### src/rtl/conv1d_line_mac_if.sv
`default_nettype none
// ============================================================================
// Module   : conv1d_line_mac_if
// Brief    : Result stream (valid/ready) plus end-of-line pulse of conv1d_line_mac.
// Revision : 1.0 - initial release
// ============================================================================
interface conv1d_line_mac_if #(
    parameter int DW       = 16,
    parameter int MEM_ADDR = 4
);
    logic                       out_valid;
    logic                       out_ready;
    logic signed [DW-1:0]       out_data;
    logic        [MEM_ADDR-1:0] out_idx;
    logic                       done;

    modport master (
        output out_valid,
        output out_data,
        output out_idx,
        output done,
        input  out_ready
    );

    modport slave (
        input  out_valid,
        input  out_data,
        input  out_idx,
        input  done,
        output out_ready
    );
endinterface
`default_nettype wire

### src/rtl/conv1d_line_mac.sv
`default_nettype none
// ============================================================================
// Module   : conv1d_line_mac
// Brief    : Fetches one line from the line memory, convolves it with a KW-tap
//            kernel using one MAC per clock and streams rounded, saturated
//            results. Define RELU_EN to clamp negative results to zero.
// Revision : 1.0 - initial release
// ============================================================================
module conv1d_line_mac #(
    parameter int DW        = 16,
    parameter int MEM_SIZE  = 10,
    parameter int MEM_ADDR  = 4,
    parameter int KW        = 3,
    parameter int OUT_SHIFT = 8,
    parameter int ACC_W     = 2*DW+4
) (
    input  logic                   clk,
    input  logic                   reset,
    input  logic                   start,
    input  logic [KW*DW-1:0]       kernel_in,
    output logic                   rd_en,
    input  logic [MEM_SIZE*DW-1:0] line_in,
    output logic                   busy,
    conv1d_line_mac_if.master      out_if
);

    localparam int c_NOUT = MEM_SIZE - KW + 1;
    localparam int c_TW   = (KW > 1) ? $clog2(KW) : 1;

    localparam logic [1:0] c_IDLE  = 2'd0;
    localparam logic [1:0] c_FETCH = 2'd1;
    localparam logic [1:0] c_MAC   = 2'd2;
    localparam logic [1:0] c_OUT   = 2'd3;

    localparam logic signed [ACC_W-1:0] c_HALF = ACC_W'(2**(OUT_SHIFT-1));
    localparam logic signed [ACC_W-1:0] c_MAX  = ACC_W'(2**(DW-1)-1);
    localparam logic signed [ACC_W-1:0] c_MIN  = ~c_MAX;

    logic [1:0]                r_state;
    logic [MEM_SIZE*DW-1:0]    r_line;
    logic [KW*DW-1:0]          r_kernel;
    logic [MEM_ADDR-1:0]       r_p;
    logic [c_TW-1:0]           r_t;
    logic signed [ACC_W-1:0]   r_acc;
    logic signed [DW-1:0]      r_out_data;
    logic                      r_out_valid;
    logic                      r_done;
    logic                      r_busy;
    logic                      r_rd_en;

    logic signed [DW-1:0]      w_x [MEM_SIZE];
    logic signed [DW-1:0]      w_w [KW];
    logic [MEM_ADDR-1:0]       w_xi;
    logic signed [2*DW-1:0]    w_prod;
    logic signed [ACC_W-1:0]   w_prod_ext;
    logic signed [ACC_W-1:0]   w_sum;
    logic signed [ACC_W-1:0]   w_rnd;
    logic signed [ACC_W-1:0]   w_shr;
    logic signed [DW-1:0]      w_sat;
    logic signed [DW-1:0]      w_res;

    // Element 0 of both buses sits in the most-significant word.
    for (genvar gi = 0; gi < MEM_SIZE; gi++) begin : g_line
        assign w_x[gi] = r_line[(MEM_SIZE-1-gi)*DW +: DW];
    end
    for (genvar gk = 0; gk < KW; gk++) begin : g_kernel
        assign w_w[gk] = r_kernel[(KW-1-gk)*DW +: DW];
    end

    assign w_xi       = r_p + MEM_ADDR'(r_t);
    assign w_prod     = w_x[w_xi] * w_w[r_t];
    assign w_prod_ext = {{(ACC_W-2*DW){w_prod[2*DW-1]}}, w_prod};
    assign w_sum      = r_acc + w_prod_ext;
    assign w_rnd      = w_sum + c_HALF;
    assign w_shr      = w_rnd >>> OUT_SHIFT;

    always_comb begin
        w_sat = w_shr[DW-1:0];
        if (w_shr > c_MAX) begin
            w_sat = c_MAX[DW-1:0];
        end else if (w_shr < c_MIN) begin
            w_sat = c_MIN[DW-1:0];
        end
    end

`ifdef RELU_EN
    assign w_res = w_sat[DW-1] ? '0 : w_sat;
`else
    assign w_res = w_sat;
`endif

    always_ff @(posedge clk or negedge reset) begin
        if (!reset) begin
            r_state     <= c_IDLE;
            r_line      <= '0;
            r_kernel    <= '0;
            r_p         <= '0;
            r_t         <= '0;
            r_acc       <= '0;
            r_out_data  <= '0;
            r_out_valid <= 1'b0;
            r_done      <= 1'b0;
            r_busy      <= 1'b0;
            r_rd_en     <= 1'b0;
        end else begin
            r_done <= 1'b0;
            case (r_state)
                c_IDLE: begin
                    if (start) begin
                        r_state <= c_FETCH;
                        r_rd_en <= 1'b1;
                        r_busy  <= 1'b1;
                    end
                end
                c_FETCH: begin
                    r_line   <= line_in;
                    r_kernel <= kernel_in;
                    r_p      <= '0;
                    r_t      <= '0;
                    r_acc    <= '0;
                    r_rd_en  <= 1'b0;
                    r_state  <= c_MAC;
                end
                c_MAC: begin
                    r_acc <= w_sum;
                    // The last tap's product is folded in combinationally so the
                    // result lands in the same edge that leaves MAC.
                    if (r_t == c_TW'(KW-1)) begin
                        r_t         <= '0;
                        r_out_data  <= w_res;
                        r_out_valid <= 1'b1;
                        r_state     <= c_OUT;
                    end else begin
                        r_t <= r_t + 1'b1;
                    end
                end
                c_OUT: begin
                    if (out_if.out_ready) begin
                        r_out_valid <= 1'b0;
                        if (r_p == MEM_ADDR'(c_NOUT-1)) begin
                            r_done  <= 1'b1;
                            r_busy  <= 1'b0;
                            r_state <= c_IDLE;
                        end else begin
                            r_p     <= r_p + 1'b1;
                            r_acc   <= '0;
                            r_state <= c_MAC;
                        end
                    end
                end
                default: r_state <= c_IDLE;
            endcase
        end
    end

    assign rd_en            = r_rd_en;
    assign busy             = r_busy;
    assign out_if.out_valid = r_out_valid;
    assign out_if.out_data  = r_out_data;
    assign out_if.out_idx   = r_p;
    assign out_if.done      = r_done;

endmodule
`default_nettype wire

### src/flat_wrapper.sv
// flat-port wrapper written by rule: the top's interface ports become plain ports
module conv1d_line_mac_flat 
#(
    parameter int DW        = 16,
    parameter int MEM_SIZE  = 10,
    parameter int MEM_ADDR  = 4,
    parameter int KW        = 3,
    parameter int OUT_SHIFT = 8,
    parameter int ACC_W     = 2*DW+4
)
  (clk, reset, start, kernel_in, rd_en, line_in, busy, out_if_out_valid, out_if_out_data, out_if_out_idx, out_if_done, out_if_out_ready);
  conv1d_line_mac_if #(.DW(DW), .MEM_ADDR(MEM_ADDR)) out_if_i ();
  input  logic clk;
  input  logic reset;
  input  logic start;
  input  logic [KW*DW-1:0] kernel_in;
  output logic rd_en;
  input  logic [MEM_SIZE*DW-1:0] line_in;
  output logic busy;
  output wire logic [$bits(out_if_i.out_valid)-1:0] out_if_out_valid;
  output wire logic [$bits(out_if_i.out_data)-1:0] out_if_out_data;
  output wire logic [$bits(out_if_i.out_idx)-1:0] out_if_out_idx;
  output wire logic [$bits(out_if_i.done)-1:0] out_if_done;
  input wire logic [$bits(out_if_i.out_ready)-1:0] out_if_out_ready;
  assign out_if_out_valid = out_if_i.out_valid;
  assign out_if_out_data = out_if_i.out_data;
  assign out_if_out_idx = out_if_i.out_idx;
  assign out_if_done = out_if_i.done;
  assign out_if_i.out_ready = out_if_out_ready;
  conv1d_line_mac #(.DW(DW), .MEM_SIZE(MEM_SIZE), .MEM_ADDR(MEM_ADDR), .KW(KW), .OUT_SHIFT(OUT_SHIFT), .ACC_W(ACC_W)) u_core (.clk(clk), .reset(reset), .start(start), .kernel_in(kernel_in), .rd_en(rd_en), .line_in(line_in), .busy(busy), .out_if(out_if_i));
endmodule
### config.mk
export PLATFORM = sky130hd
export DESIGN_NAME = conv1d_line_mac_flat
export DESIGN_NICKNAME = d
export VERILOG_FILES = /design/src/rtl/conv1d_line_mac_if.sv /design/src/rtl/conv1d_line_mac.sv /design/src/flat_wrapper.sv
export SDC_FILE = /design/constraint.sdc
export NUM_CORES = 2
export LEC_CHECK = 0
export CAP_MARGIN = 10
export CORE_UTILIZATION = 30
export DETAILED_ROUTE_END_ITERATION = 10
export GPL_TIMING_DRIVEN = 1
export RECOVER_POWER = 50
export SYNTH_ARGS = -nofsm -noshare
export SYNTH_HDL_FRONTEND = slang
export SYNTH_SLANG_ARGS = --single-unit
### constraint.sdc
create_clock -name clk -period 22.7 [get_ports clk]
set_input_delay 5.675 -clock clk [delete_from_list [all_inputs] [get_ports clk]]
set_output_delay 5.675 -clock clk [all_outputs]
set_load 0.02 [all_outputs]
==> reports/metrics.cfg <==
[run_status]
status=finished with violations
failed_checks=capacitance limit, slew limit

[final_layout]
fill_cells=8087
final_cell_mix=inv_1 (331), fa_1 (314), dfrtp_1 (272)
fin_cells=3587
nets=3127
final_common_cell=inv_1
drive_gt1_share_pct=15.0
area_delta_synth_final_pct=19.3

[sta]
min_period_ns=12.53
period_share_pct=55.2
timing_hold_violations_final=0
setup_violations=0
fmax_ghz=0.0798
rsz0062_at_grt=no
setup_tns_ns=0
fin_ws_ns=10.17
slew_headroom_pct=-150
worstMarginPinSlew_ns=3.75
slew_violations=127
fin_skew_ns=0.0309

[clock_tree]
cts_sinks=272
cts_tree=done
cts_buffers=35
cts_buffer_depth=3
clk_latency_ns=0.56
h-tree-depth=2
holdBufCountCts=0
post_cts_buffers=0
clk_pin_slew_ns=0.05
ctsResizeCount=0
root_buffer=clkbuf_16

[floorplan]
core_sq_mm=0.0809
die_height_um=289
start_util_pct=30.5
pin_count=236
fp.dieW_um=289
die_area_sq_mm=0.0835
rows=104

[worst_setup_path]
crit_family=buffers and inverters
crit_chain=clkbuf_1 > clkbuf_1 > buf_4 > buf_4
cp_num_buf_inv=4
required_ns=23.22
start_kind=input port
critPathKind=in -> async
cp.arrival_ns=13.06
crit_path_end_kind=asynchronous set/reset pin
path_max_fanout=77
max_stage_delay_ns=2.78
reg2reg_setup_slack_ns=10.94
cpMaxStageDelayCell=clkbuf_1

[yosys]
synth_flop_cell=dfrtp_1
synth_edf_count=0
netlist_area_sq_mm=0.0247
avgSynthCellArea_sq_um=10.8
synthCells=2284
ys_ff_latch=272
seq_area_frac_synth_pct=27.6
synth.distinct_cells=83
yosys_warnings=0
synthesis.nets=2926
async_reset_ff_share_pct=100

[placement]
port-buffer-count=235
dp_slack_ns=11.03
dp_hpwl_um=58700
gp_congestion=0.936
dp_cells=3508

[route]
drtAntennaViolNets=0
drtIter0Drc=1355
routed_wl_um=74000
firstDrtPassIters=5
vias=17800
met3_length_um=4240
drc=0
wl_met2_um=36100
wl_met1_um=31500
vias_per_cell=4.97
wl_per_cell_um=20.6
top_signal_layer_used=met5

[global_route]
gr-total-overflow=0
first_global_vias=18800
grt_max_degree=80
grt_first_pass_wirelength_um=115000
antenna_found_initial=27
track_usage_pct=18.2

[run]
drv_cap=2

[worst_hold_path]
hold_class=reg -> reg

cell type report:
cell class	count	area [sq um]	area share, %
clock inverters	14	179	0.607
repair buffers	267	2580	8.77
inverters	331	1240	4.22
well taps	1060	1330	4.50
clock buffers	48	995	3.38
flip-flops and latches	272	6810	23.1
multi-input cells	1578	16300	55.3
diodes	17	42.5	0.144
sequential cells by signal, summed over array words and instances (netlist names):
register,cells
u_core.busy,1
u_core.out_if.out_data,16
u_core.out_if.done,1
u_core.r_acc,36
u_core.out_if.out_valid,1
u_core.r_t,2
u_core.r_line,160
u_core.out_if.out_idx,4
u_core.r_state,2
u_core.r_kernel,48
u_core.rd_en,1
per-stage QoR:
| step | util [%] | hold WS [ns] | instance area (sq um) |
|---|---|---|---|
| 5_1_grt | 36.4 | 0.495 | 29500 |
| 6_report | 36.4 | 0.475 | 29500 |
| 4_1_cts | 36.4 | 0.478 | 29400 |
| 3_5_place_dp | 34.9 | 0.465 | 28300 |
| 2_1_floorplan | - | 0.445 | 24700 |
| 3_3_place_gp | 34.9 | 0.460 | 28300 |
Yosys cell counts (7+ instances only):
cell | n | area (sq um)
a211o_1 | 8 | 70.1
fa_1 | 315 | 6310
xor2_1 | 16 | 140
nor2_1 | 165 | 619
xnor2_1 | 39 | 342
o22ai_1 | 22 | 138
o22a_1 | 11 | 96.3
or2_2 | 8 | 50.1
a21oi_1 | 40 | 200
mux2i_1 | 55 | 551
nand2_1 | 188 | 706
nor2b_1 | 34 | 213
nand3_1 | 36 | 180
o22ai_2 | 11 | 138
o21ai_0 | 60 | 300
nand4_1 | 15 | 93.8
buf_2 | 7 | 35.0
dfrtp_1 | 272 | 6810
ha_1 | 115 | 1440
a21o_1 | 26 | 195
and3_1 | 10 | 62.6
and2_1 | 22 | 138
mux4_2 | 32 | 721
clkbuf_1 | 85 | 319
inv_1 | 331 | 1240
nand2b_1 | 16 | 100
mux2_2 | 209 | 2350
a22o_1 | 15 | 131
tightest hold or removal path: cells and delay by family (launching register included):
family	cells	cell delay (ns)
flops	1	0.34
simple gates	2	0.10
cell families after synthesis:
logic type | Yosys count | share of synthesized area (%)
AOI/OAI and AO/OA | 268 | 7.82
xor gates and xnor gates | 55 | 1.95
adders and majority gates | 430 | 31.4
buffers and inverters | 434 | 6.74
DFF | 272 | 27.6
muxes | 296 | 14.7
and+or+nand+nor | 529 | 9.88
metal layers:
metal  global-route usage (%)  vias up
li1                         -     7954
met1                     24.3     9215
met2                     30.0      551
met3                     2.83      122
met4                     6.30        2
met5                    0.739        -
path summary, 6_finish.rpt:
path                                      start                   endpoint  cells after the start
worst max-delay path                      reset          u_core.r_line[73]                      4
worst min-delay path            u_core.r_acc[0]            u_core.r_acc[0]                      2
worst max register to register    u_core.r_t[0]  u_core.out_if.out_data[7]                     33
worst min register to register  u_core.r_acc[0]            u_core.r_acc[0]                      2
max in group clk                  u_core.r_t[0]  u_core.out_if.out_data[7]                     33
min in group asynchronous                 reset         u_core.r_line[156]                      1
Power is left out: the tool's default activity adds up to more than one toggle a clock period on the data nets, which glitch-free logic cannot reach.
